==> config.mk <==
export PLATFORM = sky130hd
export DESIGN_NAME = if_stage
export DESIGN_NICKNAME = d
export VERILOG_FILES = /design/src/rtl/mips_pkg.sv /design/src/rtl/ifid_reg.sv /design/src/rtl/if_stage.sv
export SDC_FILE = /design/constraint.sdc
export NUM_CORES = 1
export LEC_CHECK = 0
export CAP_MARGIN = 20
export CORE_ASPECT_RATIO = 0.8
export CORE_MARGIN = 2
export CORE_UTILIZATION = 46
export CTS_CLUSTER_SIZE = 16
export DETAILED_ROUTE_END_ITERATION = 10
export PLACE_DENSITY = 0.78
export RECOVER_POWER = 50
export REMOVE_ABC_BUFFERS = 1
export SLEW_MARGIN = 15
export SYNTH_ARGS = -nofsm -noshare
export SYNTH_HDL_FRONTEND = slang
export SYNTH_SLANG_ARGS = --single-unit
==> constraint.sdc <==
create_clock -name clk -period 8.2 [get_ports clk]
set_clock_uncertainty 0.05 [all_clocks]
set_input_delay 0.82 -clock clk [delete_from_list [all_inputs] [get_ports clk]]
set_output_delay 0.82 -clock clk [all_outputs]
set_load 0.03 [all_outputs]
==> src/rtl/mips_pkg.sv <==
// ============================================================================
// Module : mips_pkg
// Brief  : Shared constants, fetch-state encoding and IF/ID record type.
// Rev    : 1.0
// ============================================================================
`default_nettype none

package mips_pkg;

    localparam logic [31:0] C_RESET_PC  = 32'h0040_0000;
    localparam logic [31:0] C_NOP_INSTR = 32'h0000_0000;

    typedef enum logic [1:0] {
        ST_REQ     = 2'd0,
        ST_WAIT    = 2'd1,
        ST_HOLD    = 2'd2,
        ST_DISCARD = 2'd3
    } fetch_state_t;

    typedef struct packed {
        logic        valid;
        logic [31:0] instr;
        logic [31:0] pc4;
    } ifid_t;

    // Modulo-2^32 increment; alignment bits pass through untouched.
    function automatic logic [31:0] pc_plus4(input logic [31:0] a);
        return a + 32'd4;
    endfunction

endpackage

`default_nettype wire

==> src/rtl/ifid_reg.sv <==
// ============================================================================
// Module : ifid_reg
// Brief  : IF/ID pipeline register with flush, load, bubble and hold.
// Rev    : 1.0
// ============================================================================
`default_nettype none

module ifid_reg
    import mips_pkg::*;
#(
    parameter logic [31:0] NOP_INSTR = C_NOP_INSTR
) (
    input  logic  clk,
    input  logic  reset,
    input  logic  i_load,
    input  logic  i_flush,
    input  logic  i_bubble,
    input  ifid_t i_data,
    output ifid_t o_q
);

    ifid_t r_q;

    // Flush beats load beats bubble; with none asserted the register holds.
    always_ff @(posedge clk or posedge reset) begin
        if (reset) begin
            r_q <= '{valid: 1'b0, instr: NOP_INSTR, pc4: 32'd0};
        end else if (i_flush) begin
            r_q.valid <= 1'b0;
            r_q.instr <= NOP_INSTR;
        end else if (i_load) begin
            r_q <= i_data;
        end else if (i_bubble) begin
            r_q.valid <= 1'b0;
        end
    end

    assign o_q = r_q;

endmodule

`default_nettype wire

==> src/rtl/if_stage.sv <==
// ============================================================================
// Module : if_stage
// Brief  : Mini-MIPS instruction fetch: memory handshake FSM, next_pc mux,
//          IF/ID register, stall and redirect handling.
// Rev    : 1.0
// ============================================================================
`default_nettype none

module if_stage
    import mips_pkg::*;
#(
    parameter logic [31:0] RESET_PC  = C_RESET_PC,
    parameter logic [31:0] NOP_INSTR = C_NOP_INSTR
) (
    input  logic        clk,
    input  logic        reset,
    input  logic [31:0] pc,
    output logic [31:0] next_pc,
    output logic        imem_req,
    output logic [31:0] imem_addr,
    input  logic        imem_ack,
    input  logic [31:0] imem_rdata,
    input  logic        stall,
    input  logic        redirect_valid,
    input  logic [31:0] redirect_target,
    output logic        ifid_valid,
    output logic [31:0] ifid_instr,
    output logic [31:0] ifid_pc4,
    output logic        fetch_busy
);

    fetch_state_t r_state;
    fetch_state_t w_state_nxt;
    logic [31:0]  r_req_addr;
    logic [31:0]  r_hold_instr;
    logic [31:0]  r_hold_pc4;

    logic [31:0]  w_fetch_addr;
    logic [31:0]  w_pc4;
    logic [31:0]  w_next_pc;
    logic         w_load;
    logic         w_flush;
    logic         w_bubble;
    logic         w_hold_load;
    logic         w_hold_clr;
    logic         w_req_load;
    ifid_t        w_ifid_d;
    ifid_t        w_ifid_q;

    assign w_fetch_addr = (r_state == ST_REQ) ? pc : r_req_addr;
    assign w_pc4        = pc_plus4(w_fetch_addr);

    always_ff @(posedge clk or posedge reset) begin
        if (reset) begin
            r_state      <= ST_REQ;
            r_req_addr   <= 32'd0;
            r_hold_instr <= 32'd0;
            r_hold_pc4   <= 32'd0;
        end else begin
            r_state <= w_state_nxt;
            if (w_req_load) begin
                r_req_addr <= pc;
            end
            if (w_hold_clr) begin
                r_hold_instr <= 32'd0;
                r_hold_pc4   <= 32'd0;
            end else if (w_hold_load) begin
                r_hold_instr <= imem_rdata;
                r_hold_pc4   <= w_pc4;
            end
        end
    end

    always_comb begin
        w_state_nxt = r_state;
        w_next_pc   = pc;
        w_load      = 1'b0;
        w_flush     = 1'b0;
        w_bubble    = 1'b0;
        w_hold_load = 1'b0;
        w_hold_clr  = 1'b0;
        w_req_load  = 1'b0;
        w_ifid_d    = '{valid: 1'b1, instr: imem_rdata, pc4: w_pc4};

        if (redirect_valid) begin
            w_next_pc  = redirect_target;
            w_flush    = 1'b1;
            w_hold_clr = 1'b1;
            // An issued request that has not yet been acked must still drain.
            if (((r_state == ST_WAIT) || (r_state == ST_DISCARD)) && !imem_ack) begin
                w_state_nxt = ST_DISCARD;
            end else begin
                w_state_nxt = ST_REQ;
            end
        end else begin
            case (r_state)
                ST_REQ, ST_WAIT: begin
                    if (imem_ack) begin
                        if (!stall) begin
                            w_load      = 1'b1;
                            w_next_pc   = w_pc4;
                            w_state_nxt = ST_REQ;
                        end else begin
                            w_hold_load = 1'b1;
                            w_state_nxt = ST_HOLD;
                        end
                    end else begin
                        w_req_load  = (r_state == ST_REQ);
                        w_bubble    = !stall;
                        w_state_nxt = ST_WAIT;
                    end
                end
                ST_HOLD: begin
                    if (!stall) begin
                        w_load      = 1'b1;
                        w_ifid_d    = '{valid: 1'b1, instr: r_hold_instr, pc4: r_hold_pc4};
                        w_next_pc   = pc_plus4(pc);
                        w_state_nxt = ST_REQ;
                    end
                end
                ST_DISCARD: begin
                    w_bubble = !stall;
                    if (imem_ack) begin
                        w_state_nxt = ST_REQ;
                    end
                end
                default: begin
                    w_state_nxt = ST_REQ;
                end
            endcase
        end
    end

    ifid_reg #(
        .NOP_INSTR (NOP_INSTR)
    ) u_ifid_reg (
        .clk      (clk),
        .reset    (reset),
        .i_load   (w_load),
        .i_flush  (w_flush),
        .i_bubble (w_bubble),
        .i_data   (w_ifid_d),
        .o_q      (w_ifid_q)
    );

    assign next_pc    = reset ? RESET_PC : w_next_pc;
    assign imem_req   = !reset && (r_state != ST_HOLD);
    assign imem_addr  = w_fetch_addr;
    assign fetch_busy = (r_state != ST_REQ);
    assign ifid_valid = w_ifid_q.valid;
    assign ifid_instr = w_ifid_q.instr;
    assign ifid_pc4   = w_ifid_q.pc4;

endmodule

`default_nettype wire

==> impl_metrics.env, run 1 <==
export IMPL_status="finished, violations left"
export IMPL_violations="max-capacitance violations, max-slew violations"
export IMPL_post_synthesis_sequential_area_ratio=0.419
export IMPL_grt_setup_unrepaired="no"
export IMPL_routed_wire_length_per_instance_um=21.7
export IMPL_row_count=47
export IMPL_synth_seq_cells=163
export IMPL_synthToLayoutAreaGrowth_pct=31.5
export IMPL_number_of_levels_in_the_clock_h_tree=4
export IMPL_dr_total_vias=9725
export IMPL_ff2ff_path_depth=11
export IMPL_ys_top_cells_by_count="nand2_1, dfrtp_1, nor2_1, clkbuf_1, a22o_1"
export IMPL_seq_area_um2=4080
export IMPL_library_cell_contributing_the_largest_single_delay_on_the_critical_path="clkbuf_1"
export IMPL_cp_arrival_ns=5.85
export IMPL_place_worst_setup_slack_ns=2.66
export IMPL_insertion_delay_ns=0.43
export IMPL_worst_ep_required_time_ns=7.33
export IMPL_postCtsResizedCells=0
export IMPL_clock_fmax_mhz=149
export IMPL_vdd_drop_max_uv=117
export IMPL_multiInputGateArea_um2=5260
export IMPL_place_hpwl_um=23100
export IMPL_hold_sp="r_hold_pc4[13]$_DFFE_PP0P_"
export IMPL_cts_max_path_buffers=2
export IMPL_finalNetCount=1377
export IMPL_synth_main_ff_cell="dfrtp_1"
export IMPL_final_layout_setup_total_negative_slack_ns=0
export IMPL_first_pass_grt_wire_length_um=53200
export IMPL_io_buffers=231
export IMPL_layout_setup_ws_ns=1.48
export IMPL_report_final_setup_viol=0
export IMPL_clock_sinks=163
export IMPL_ys_async_sr_fraction=1.00
export IMPL_synth_edf_count=0
export IMPL_detailed_route_vias_per_instance=6.25
export IMPL_reg2reg_slack_ns=3.35
export IMPL_holdWs_ns=0.438
export IMPL_timing_critical_path_from="r_state[0]$_DFFE_PP0P_"
export IMPL_slew_headroom=-0.851
export IMPL_synth_largest_area_cell="dfrtp_1"
export IMPL_tritoncts_num_buffers=17
export IMPL_dieHeight_um=134
export IMPL_timing_critical_path_from_type="register"
export IMPL_timing_hold_violations_final=0
export IMPL_io_pins=232
export IMPL_first_pass_iters=5
export IMPL_critical_path_max_fanout=32
export IMPL_critical_r2r_capture="u_ifid_reg.o_q[24]$_DFFE_PP0P_"
export IMPL_drive_gt1_frac=0.0917
export IMPL_antenna_violations_before_repair=1
export IMPL_worst_path_largest_cell_delay_ns=0.82
export IMPL_ctsHoldBuffers=0
export IMPL_synth_cells=1090
export IMPL_fillerInstances=1783
export IMPL_worst_pin_slew_ns=2.78
export IMPL_final_core_util=0.618
export IMPL_initial_utilization=0.470
export IMPL_grt_overflow=0
export IMPL_powerDensity_nw_per_um2=220
export IMPL_r2r_start="r_state[0]$_DFFE_PP0P_"
export IMPL_worst_setup_path_type="register to primary output"
export IMPL_whs_endpoint="r_hold_pc4[13]$_DFFE_PP0P_"
export IMPL_cellLeakagePower_nw=5.28
export IMPL_final_period_utilization=0.819
export IMPL_yosysWarningCount=0
export IMPL_synthMostInstantiatedCell="nand2_1"
export IMPL_finalMaxSlewViolations=244
export IMPL_die_width_um=167
export IMPL_tritoncts_clock_tree="built"
export IMPL_netlist_area_leader_share=0.419
export IMPL_detail_route_antenna_nets=0
export IMPL_min_delay_path_class="register to register"
export IMPL_postRouteWirelength_um=33800
export IMPL_worst_hold_path_num_cells=2
export IMPL_cp_num_buf_inv=3
export IMPL_finalWorstPathRequiredPeriod_ns=6.72
export IMPL_mappedNetlistArea_um2=9740
export IMPL_fp_coreArea_um2=20700
export IMPL_place_congestion=0.980
export IMPL_grt_use_total=0.302
export IMPL_path_delay_family="buffers and inverters"
export IMPL_starting_drt_drc_count=1111
export IMPL_timing_critical_path_cells="clkbuf_1 > nor2_1 > clkbuf_1 > nand2_1 > nand2_1 > ha_1 > a21boi_1 > nand3_2 > nor4_4 > mux2i_1 > a21oi_1 > clkdlybuf4s50_1"
export IMPL_synth_top_cells_by_area="dfrtp_1, nand2_1, a22o_1, mux2_2, nor2_1"
export IMPL_fp_dieArea_um2=22400
export IMPL_synth_avg_cell_area_um2=8.93
export IMPL_synth_distinct_cells=84
export IMPL_post_cts_setup_buffers=0
export IMPL_critPathCaptureType="primary output"
export IMPL_clk_pin_slew_worst_paths_ns=0.07
export IMPL_clockRootBuffer="clkbuf_16"
export IMPL_first_global_vias=9386
export IMPL_count_of_unresolved_drc_violations_after_routing=0
export IMPL_cap_violations=6
export IMPL_grt_start_max_net_pins=78
## metrics by stage
stage	instances	instance area [um^2]	power, W
2_1_floorplan	1003	9380	0.00158
3_3_place_gp	1522	12200	0.00201
3_5_place_dp	1522	12200	0.00203
4_1_cts	1554	12800	0.00285
5_1_grt	1557	12800	0.00294
6_report	1557	12800	0.00282
## registers in the layout, indices dropped and copies added, names as in the netlist
signal and cells:
r_state 2, r_hold_pc4 32, r_hold_instr 32, u_ifid_reg.o_q 65
r_req_addr 32
## worst reg2reg max path, delay by kind of cell, from the launching register on
| family | cells | cell delay [ns] |
|---|---|---|
| simple gates | 6 | 1.61 |
| buf+inv | 2 | 1.33 |
| mux | 1 | 0.25 |
| compound gates | 1 | 0.50 |
| flops | 1 | 0.74 |
| fa+ha+maj | 1 | 0.26 |
## power breakdown
| group | leakage [nW] | total, W | switching [W] | internal (W) |
|---|---|---|---|---|
| Combinational | 2.90 | 0.000990 | 0.000614 | 0.000376 |
| Clock | 0.280 | 0.000816 | 0.000381 | 0.000435 |
| Sequential | 2.10 | 0.00101 | 0.0000859 | 0.000924 |
## routing by layer
layer  vias to the layer above  track usage  part of all wire
met4                         2        0.108             0.031
met3                        78       0.0605             0.097
met2                       586        0.456              0.44
met5                         -            0            0.0018
li1                       4351            -                 -
met1                      4708        0.433              0.43
## placed cells by master (no fill, tap or decap), types with 7 or more instances in the layout
| master | instances |
|---|---|
| nand2_1 | 194 |
| nand2b_1 | 7 |
| clkbuf_1 | 8 |
| inv_1 | 21 |
| xnor2_1 | 26 |
| nor4_1 | 8 |
| a31oi_1 | 13 |
| o21a_1 | 9 |
| a311oi_1 | 34 |
| nor3_1 | 20 |
| o21ai_0 | 45 |
| mux2_2 | 35 |
| a22o_1 | 50 |
| clkbuf_16 | 17 |
| mux2i_1 | 20 |
| clkdlybuf4s50_1 | 162 |
| o211ai_1 | 25 |
| nand4bb_1 | 7 |
| nand4_1 | 14 |
| a21oi_1 | 34 |
| dfrtp_1 | 162 |
| nand3_1 | 45 |
| buf_4 | 14 |
| nor2_1 | 86 |
| dlygate4sd3_1 | 68 |
## how the worst max path moves through the flow
stage	end	cells after the start
CTS	next_pc[24]	12
global placement	next_pc[20]	10
finish	next_pc[24]	12
floorplan	next_pc[19]	6
detailed placement	next_pc[20]	10
global route	r_hold_instr[22]$_DFFE_PP0P_	4
## cell type report
cell class | instances | share of cell area
clock buffers | 18 | 0.0335
diodes | 1 | 0.000195
well taps | 269 | 0.0263
flip-flops and latches | 163 | 0.319
repair buffers | 252 | 0.190
clock inverters | 14 | 0.0125
multi-input cells | 816 | 0.411
inverters | 24 | 0.00714
## cell families after synthesis
logic type | Yosys count | synth area share
AOI/OAI and AO/OA | 284 | 0.216
and+or+nand+nor | 443 | 0.226
buffers and inverters | 111 | 0.0463
muxes | 55 | 0.0610
adders and majority gates | 2 | 0.00257
xor gates and xnor gates | 32 | 0.0288
DFF | 163 | 0.419
Power figures use the tool's default switching activity.
==> run 2: changes to the inputs <==
--- a/config.mk
+++ b/config.mk
@@ -8,10 +8,10 @@
 export CAP_MARGIN = 20
 export CORE_ASPECT_RATIO = 0.8
 export CORE_MARGIN = 2
-export CORE_UTILIZATION = 46
+export CORE_UTILIZATION = 51
 export CTS_CLUSTER_SIZE = 16
 export DETAILED_ROUTE_END_ITERATION = 10
-export PLACE_DENSITY = 0.78
+export PLACE_DENSITY = 0.82
 export RECOVER_POWER = 50
 export REMOVE_ABC_BUFFERS = 1
 export SLEW_MARGIN = 15
==> constraint.sdc (replaced) <==
create_clock -name clk -period 6.45 [get_ports clk]
set_clock_uncertainty 0.05 [all_clocks]
set_input_delay 0.645 -clock clk [delete_from_list [all_inputs] [get_ports clk]]
set_output_delay 0.645 -clock clk [all_outputs]
set_load 0.03 [all_outputs]
==> impl_metrics.env, run 2 (synthesized netlist as in run 1, its figures left out) <==
export IMPL_status="finished, violations left"
export IMPL_violations="max-capacitance violations, max-slew violations"
export IMPL_postRouteWirelength_um=34200
export IMPL_switching_power_w=0.00139
export IMPL_critical_path_max_fanout=40
export IMPL_timing_critical_path_cells="o21ai_0 > nand2_1 > ha_1 > a21boi_1 > nand3_2 > nor2_1 > xnor2_1 > a221oi_1 > clkdlybuf4s50_1"
export IMPL_dr_total_vias=9859
export IMPL_postCtsResizedCells=0
export IMPL_io_buffers=231
export IMPL_tritoncts_clock_tree="built"
export IMPL_place_congestion=1.01
export IMPL_report_final_setup_viol=0
export IMPL_insertion_delay_ns=0.43
export IMPL_clock_sinks=163
export IMPL_die_width_um=158
export IMPL_timing_hold_violations_final=0
export IMPL_row_count=45
export IMPL_layout_cells_most_common_list="nand2_1, clkdlybuf4s50_1, dfrtp_1"
export IMPL_fillerInstances=1523
export IMPL_antenna_violations_before_repair=0
export IMPL_first_global_vias=9341
export IMPL_grt_setup_unrepaired="no"
export IMPL_timing_critical_path_from_type="register"
export IMPL_final_period_utilization=0.873
export IMPL_final_core_util=0.678
export IMPL_placed_cells_incl_taps=1512
export IMPL_place_hpwl_um=23000
export IMPL_finalWorstPathRequiredPeriod_ns=5.63
export IMPL_clkPwrFrac=0.285
export IMPL_final_layout_setup_total_negative_slack_ns=0
export IMPL_initial_utilization=0.516
export IMPL_holdWs_ns=0.435
export IMPL_min_delay_path_class="register to register"
export IMPL_netSwitchingFraction=0.390
export IMPL_fp_dieArea_um2=20200
export IMPL_detailed_route_vias_per_instance=6.39
export IMPL_n_antenna_cell=0
export IMPL_io_pins=232
export IMPL_worst_path_largest_cell_delay_ns=1.19
export IMPL_vdd_drop_max_uv=210
export IMPL_first_pass_grt_wire_length_um=52600
export IMPL_clock_fmax_mhz=178
export IMPL_finalMaxSlewViolations=116
export IMPL_grt_overflow=0
export IMPL_finish_cell_count_without_fillers=1544
export IMPL_starting_drt_drc_count=1139
export IMPL_tritoncts_num_buffers=17
export IMPL_grt_start_max_net_pins=77
export IMPL_cts_max_path_buffers=2
export IMPL_slew_headroom=-1.03
export IMPL_dieHeight_um=128
export IMPL_synthToLayoutAreaGrowth_pct=31.3
export IMPL_library_cell_contributing_the_largest_single_delay_on_the_critical_path="dfrtp_1"
export IMPL_ctsHoldBuffers=0
export IMPL_largest_reg_flops=65
export IMPL_critPathCaptureType="primary output"
export IMPL_fp_coreArea_um2=18900
export IMPL_multiInputGateArea_um2=5250
export IMPL_p_int_w=0.00217
export IMPL_drive_gt1_frac=0.0933
export IMPL_first_pass_iters=7
export IMPL_cap_violations=3
export IMPL_layout_commonest_cell="nand2_1"
export IMPL_count_of_unresolved_drc_violations_after_routing=0
export IMPL_detail_route_antenna_nets=0
export IMPL_finalNetCount=1376
export IMPL_worst_setup_path_type="register to primary output"
export IMPL_worst_ep_required_time_ns=5.75
export IMPL_cp_arrival_ns=4.94
export IMPL_powerDensity_nw_per_um2=278
export IMPL_grt_use_total=0.340
export IMPL_number_of_levels_in_the_clock_h_tree=4
export IMPL_share_seq_of_total_power=0.360
export IMPL_routed_wire_length_per_instance_um=22.1
export IMPL_seq_area_um2=4080
export IMPL_post_cts_setup_buffers=0
export IMPL_clockRootBuffer="clkbuf_16"
export IMPL_power_share_combinational=0.355
export IMPL_fin_total_pwr_w=0.00356
export IMPL_worst_pin_slew_ns=3.04
export IMPL_clk_pin_slew_worst_paths_ns=0.07
export IMPL_cellLeakagePower_nw=5.30
## run 2: path summary, 6_finish.rpt
path	from	slack, ns	endpoint	cells past startpoint
min in group asynchronous	reset	1.20	u_ifid_reg.o_q[6]$_DFFE_PP0P_	2
worst max register to register	r_state[1]$_DFFE_PP0P_	1.54	r_hold_instr[8]$_DFFE_PP0P_	4
worst min-delay path	u_ifid_reg.o_q[16]$_DFFE_PP0P_	0.43	u_ifid_reg.o_q[16]$_DFFE_PP0P_	2
worst min register to register	u_ifid_reg.o_q[16]$_DFFE_PP0P_	0.43	u_ifid_reg.o_q[16]$_DFFE_PP0P_	2
worst max-delay path	r_state[1]$_DFFE_PP0P_	0.82	next_pc[20]	9
max in group asynchronous	reset	2.47	u_ifid_reg.o_q[48]$_DFFE_PP0P_	4
## run 2: worst max-delay path, delay by kind of cell, from the launching register on
family                   cells  cell delay (ns)
AO/OA/AOI/OAI                3             1.28
AND/OR/NAND/NOR              3             0.87
adder cells (fa/ha/maj)      1             0.29
flip-flops                   1             1.19
buffers and inverters        1             0.75
XOR/XNOR                     1             0.12
## run 2: per-layer routing
layer  share of wire  up-vias  global-route usage
li1                -     4365                   -
met1            0.42     4752               0.487
met3            0.11       95              0.0794
met2            0.44      645               0.510
met4           0.027        2               0.104
met5          0.0013        -              0.0201
## run 2: power by group through the flow
stage	sequential, W	clock (W)	combinational [W]
floorplan	0.00144	0	0.000577
global placement	0.00129	0	0.00126
detailed placement	0.00130	0	0.00128
CTS	0.00128	0.00102	0.00128
global route	0.00130	0.00108	0.00134
finish	0.00128	0.00101	0.00126
## run 2: layout make-up
class | instances | area share
multi-input combinational | 816 | 0.411
sequential | 163 | 0.319
timing repair buffer | 251 | 0.191
clock buffer | 17 | 0.0333
tap | 258 | 0.0253
clock inverter | 15 | 0.0129
inverter | 24 | 0.00744
## run 2: per-stage QoR
stage               worst slack (ns)  area, um^2
finish                         0.819       12800
global route                   0.639       12800
CTS                             1.33       12800
detailed placement              1.35       12200
global placement                1.43       12200
floorplan                     -0.649        9380
==> run 3: changes to the inputs <==
--- a/config.mk
+++ b/config.mk
@@ -5,13 +5,12 @@
 export SDC_FILE = /design/constraint.sdc
 export NUM_CORES = 1
 export LEC_CHECK = 0
-export CAP_MARGIN = 20
 export CORE_ASPECT_RATIO = 0.8
 export CORE_MARGIN = 2
 export CORE_UTILIZATION = 51
 export CTS_CLUSTER_SIZE = 16
 export DETAILED_ROUTE_END_ITERATION = 10
-export PLACE_DENSITY = 0.82
+export PLACE_DENSITY = 0.85
 export RECOVER_POWER = 50
 export REMOVE_ABC_BUFFERS = 1
 export SLEW_MARGIN = 15
==> impl_metrics.env, run 3 (synthesized netlist as in run 1, its figures left out) <==
export IMPL_status="finished, violations left"
export IMPL_violations="max-capacitance violations, max-slew violations"
export IMPL_cts_max_path_buffers=2
export IMPL_grt_use_total=0.336
export IMPL_io_buffers=231
export IMPL_worst_ep_required_time_ns=5.75
export IMPL_grt_start_max_net_pins=76
export IMPL_final_core_util=0.681
export IMPL_first_pass_iters=7
export IMPL_layout_cells_most_common_list="nand2_1, clkdlybuf4s50_1, dfrtp_1"
export IMPL_tritoncts_clock_tree="built"
export IMPL_timing_critical_path_from_type="register"
export IMPL_cellLeakagePower_nw=5.33
export IMPL_timing_hold_violations_final=0
export IMPL_finish_cell_count_without_fillers=1548
export IMPL_final_period_utilization=0.830
export IMPL_powerDensity_nw_per_um2=280
export IMPL_clock_fmax_mhz=187
export IMPL_library_cell_contributing_the_largest_single_delay_on_the_critical_path="dfrtp_2"
export IMPL_critPathCaptureType="primary output"
export IMPL_postCtsResizedCells=0
export IMPL_slew_headroom=-0.232
export IMPL_holdWs_ns=0.428
export IMPL_final_layout_setup_total_negative_slack_ns=0
export IMPL_dieHeight_um=128
export IMPL_dr_total_vias=9820
export IMPL_antenna_violations_before_repair=0
export IMPL_worst_setup_path_type="register to primary output"
export IMPL_vdd_drop_max_uv=195
export IMPL_clock_sinks=163
export IMPL_grt_setup_unrepaired="no"
export IMPL_largest_reg_flops=65
export IMPL_first_global_vias=9434
export IMPL_initial_utilization=0.516
export IMPL_fp_coreArea_um2=18900
export IMPL_clockRootBuffer="clkbuf_16"
export IMPL_worst_pin_slew_ns=1.85
export IMPL_place_congestion=0.973
export IMPL_post_cts_setup_buffers=0
export IMPL_n_antenna_cell=0
export IMPL_report_final_setup_viol=0
export IMPL_finalNetCount=1380
export IMPL_min_delay_path_class="register to register"
export IMPL_insertion_delay_ns=0.43
export IMPL_grt_overflow=0
export IMPL_timing_critical_path_cells="o21ai_0 > nand2_1 > ha_1 > a21boi_1 > nand3_2 > nor3_1 > xnor2_1 > a221oi_2 > clkdlybuf4s50_1"
export IMPL_first_pass_grt_wire_length_um=52500
export IMPL_synthToLayoutAreaGrowth_pct=32.0
export IMPL_starting_drt_drc_count=1092
export IMPL_row_count=45
export IMPL_post_route_cell_area_um2=12800
export IMPL_placed_area_um2=12300
export IMPL_place_hpwl_um=22800
export IMPL_critical_path_max_fanout=56
export IMPL_clk_pin_slew_worst_paths_ns=0.07
export IMPL_ctsHoldBuffers=0
export IMPL_cap_violations=2
export IMPL_layout_commonest_cell="nand2_1"
export IMPL_detail_route_antenna_nets=0
export IMPL_number_of_levels_in_the_clock_h_tree=4
export IMPL_cp_arrival_ns=4.66
export IMPL_placed_cells_incl_taps=1516
export IMPL_io_pins=232
export IMPL_tritoncts_num_buffers=17
export IMPL_drive_gt1_frac=0.101
export IMPL_routed_wire_length_per_instance_um=21.7
export IMPL_finalMaxSlewViolations=144
export IMPL_die_width_um=158
export IMPL_postRouteWirelength_um=33700
export IMPL_count_of_unresolved_drc_violations_after_routing=0
export IMPL_worst_path_largest_cell_delay_ns=0.94
export IMPL_fp_dieArea_um2=20200
export IMPL_detailed_route_vias_per_instance=6.34
export IMPL_finalWorstPathRequiredPeriod_ns=5.35
-- run 3: final timing paths --
kind | startpoint | endpoint | slack, ns | cells past startpoint
worst max-delay path | r_state[1]$_DFFE_PP0P_ | next_pc[26] | 1.10 | 9
worst min-delay path | u_ifid_reg.o_q[15]$_DFFE_PP0P_ | u_ifid_reg.o_q[15]$_DFFE_PP0P_ | 0.43 | 2
worst max register to register | r_state[1]$_DFFE_PP0P_ | u_ifid_reg.o_q[24]$_DFFE_PP0P_ | 2.79 | 8
worst min register to register | u_ifid_reg.o_q[15]$_DFFE_PP0P_ | u_ifid_reg.o_q[15]$_DFFE_PP0P_ | 0.43 | 2
max in group asynchronous | reset | r_req_addr[23]$_DFFE_PP0P_ | 2.46 | 4
min in group asynchronous | reset | r_hold_pc4[13]$_DFFE_PP0P_ | 1.46 | 3
-- run 3: per-layer routing --
metal  track usage  share of wire  up-vias
met1         0.475           0.42     4712
met2         0.504           0.44      653
li1              -              -     4370
met3        0.0777           0.11       85
met4         0.128          0.028        0
met5             0              0        -
-- run 3: area by class of cell --
cell class,instances,area [um^2]
flip-flops and latches,163,4080
multi-input cells,816,5270
well taps,258,323
clock inverters,14,165
inverters,24,91.3
repair buffers,255,2480
clock buffers,18,439
fillers,1464,6010
-- run 3: power by group --
group | leakage [nW] | internal (W) | switching (W) | total [W]
clock network | 0.294 | 0.000564 | 0.000486 | 0.00105
registers | 2.10 | 0.00117 | 0.000107 | 0.00128
logic | 2.93 | 0.000480 | 0.000781 | 0.00126
total | 5.33 | 0.00222 | 0.00137 | 0.00359
-- run 3: critical path: cells and delay by family, from the launching register on --
kind	cells	cell delay, ns
AOI/OAI and AO/OA	3	1.10
and+or+nand+nor	3	1.02
DFF	1	0.94
buffers and inverters	1	0.72
adders and majority gates	1	0.29
xor gates and xnor gates	1	0.16
-- run 3: per-stage QoR --
stage          total power (W)  setup WS, ns
3_3_place_gp           0.00256          1.43
5_1_grt                0.00374         0.852
4_1_cts                0.00362          1.21
2_1_floorplan          0.00201        -0.649
3_5_place_dp           0.00257          1.32
6_report               0.00359          1.10
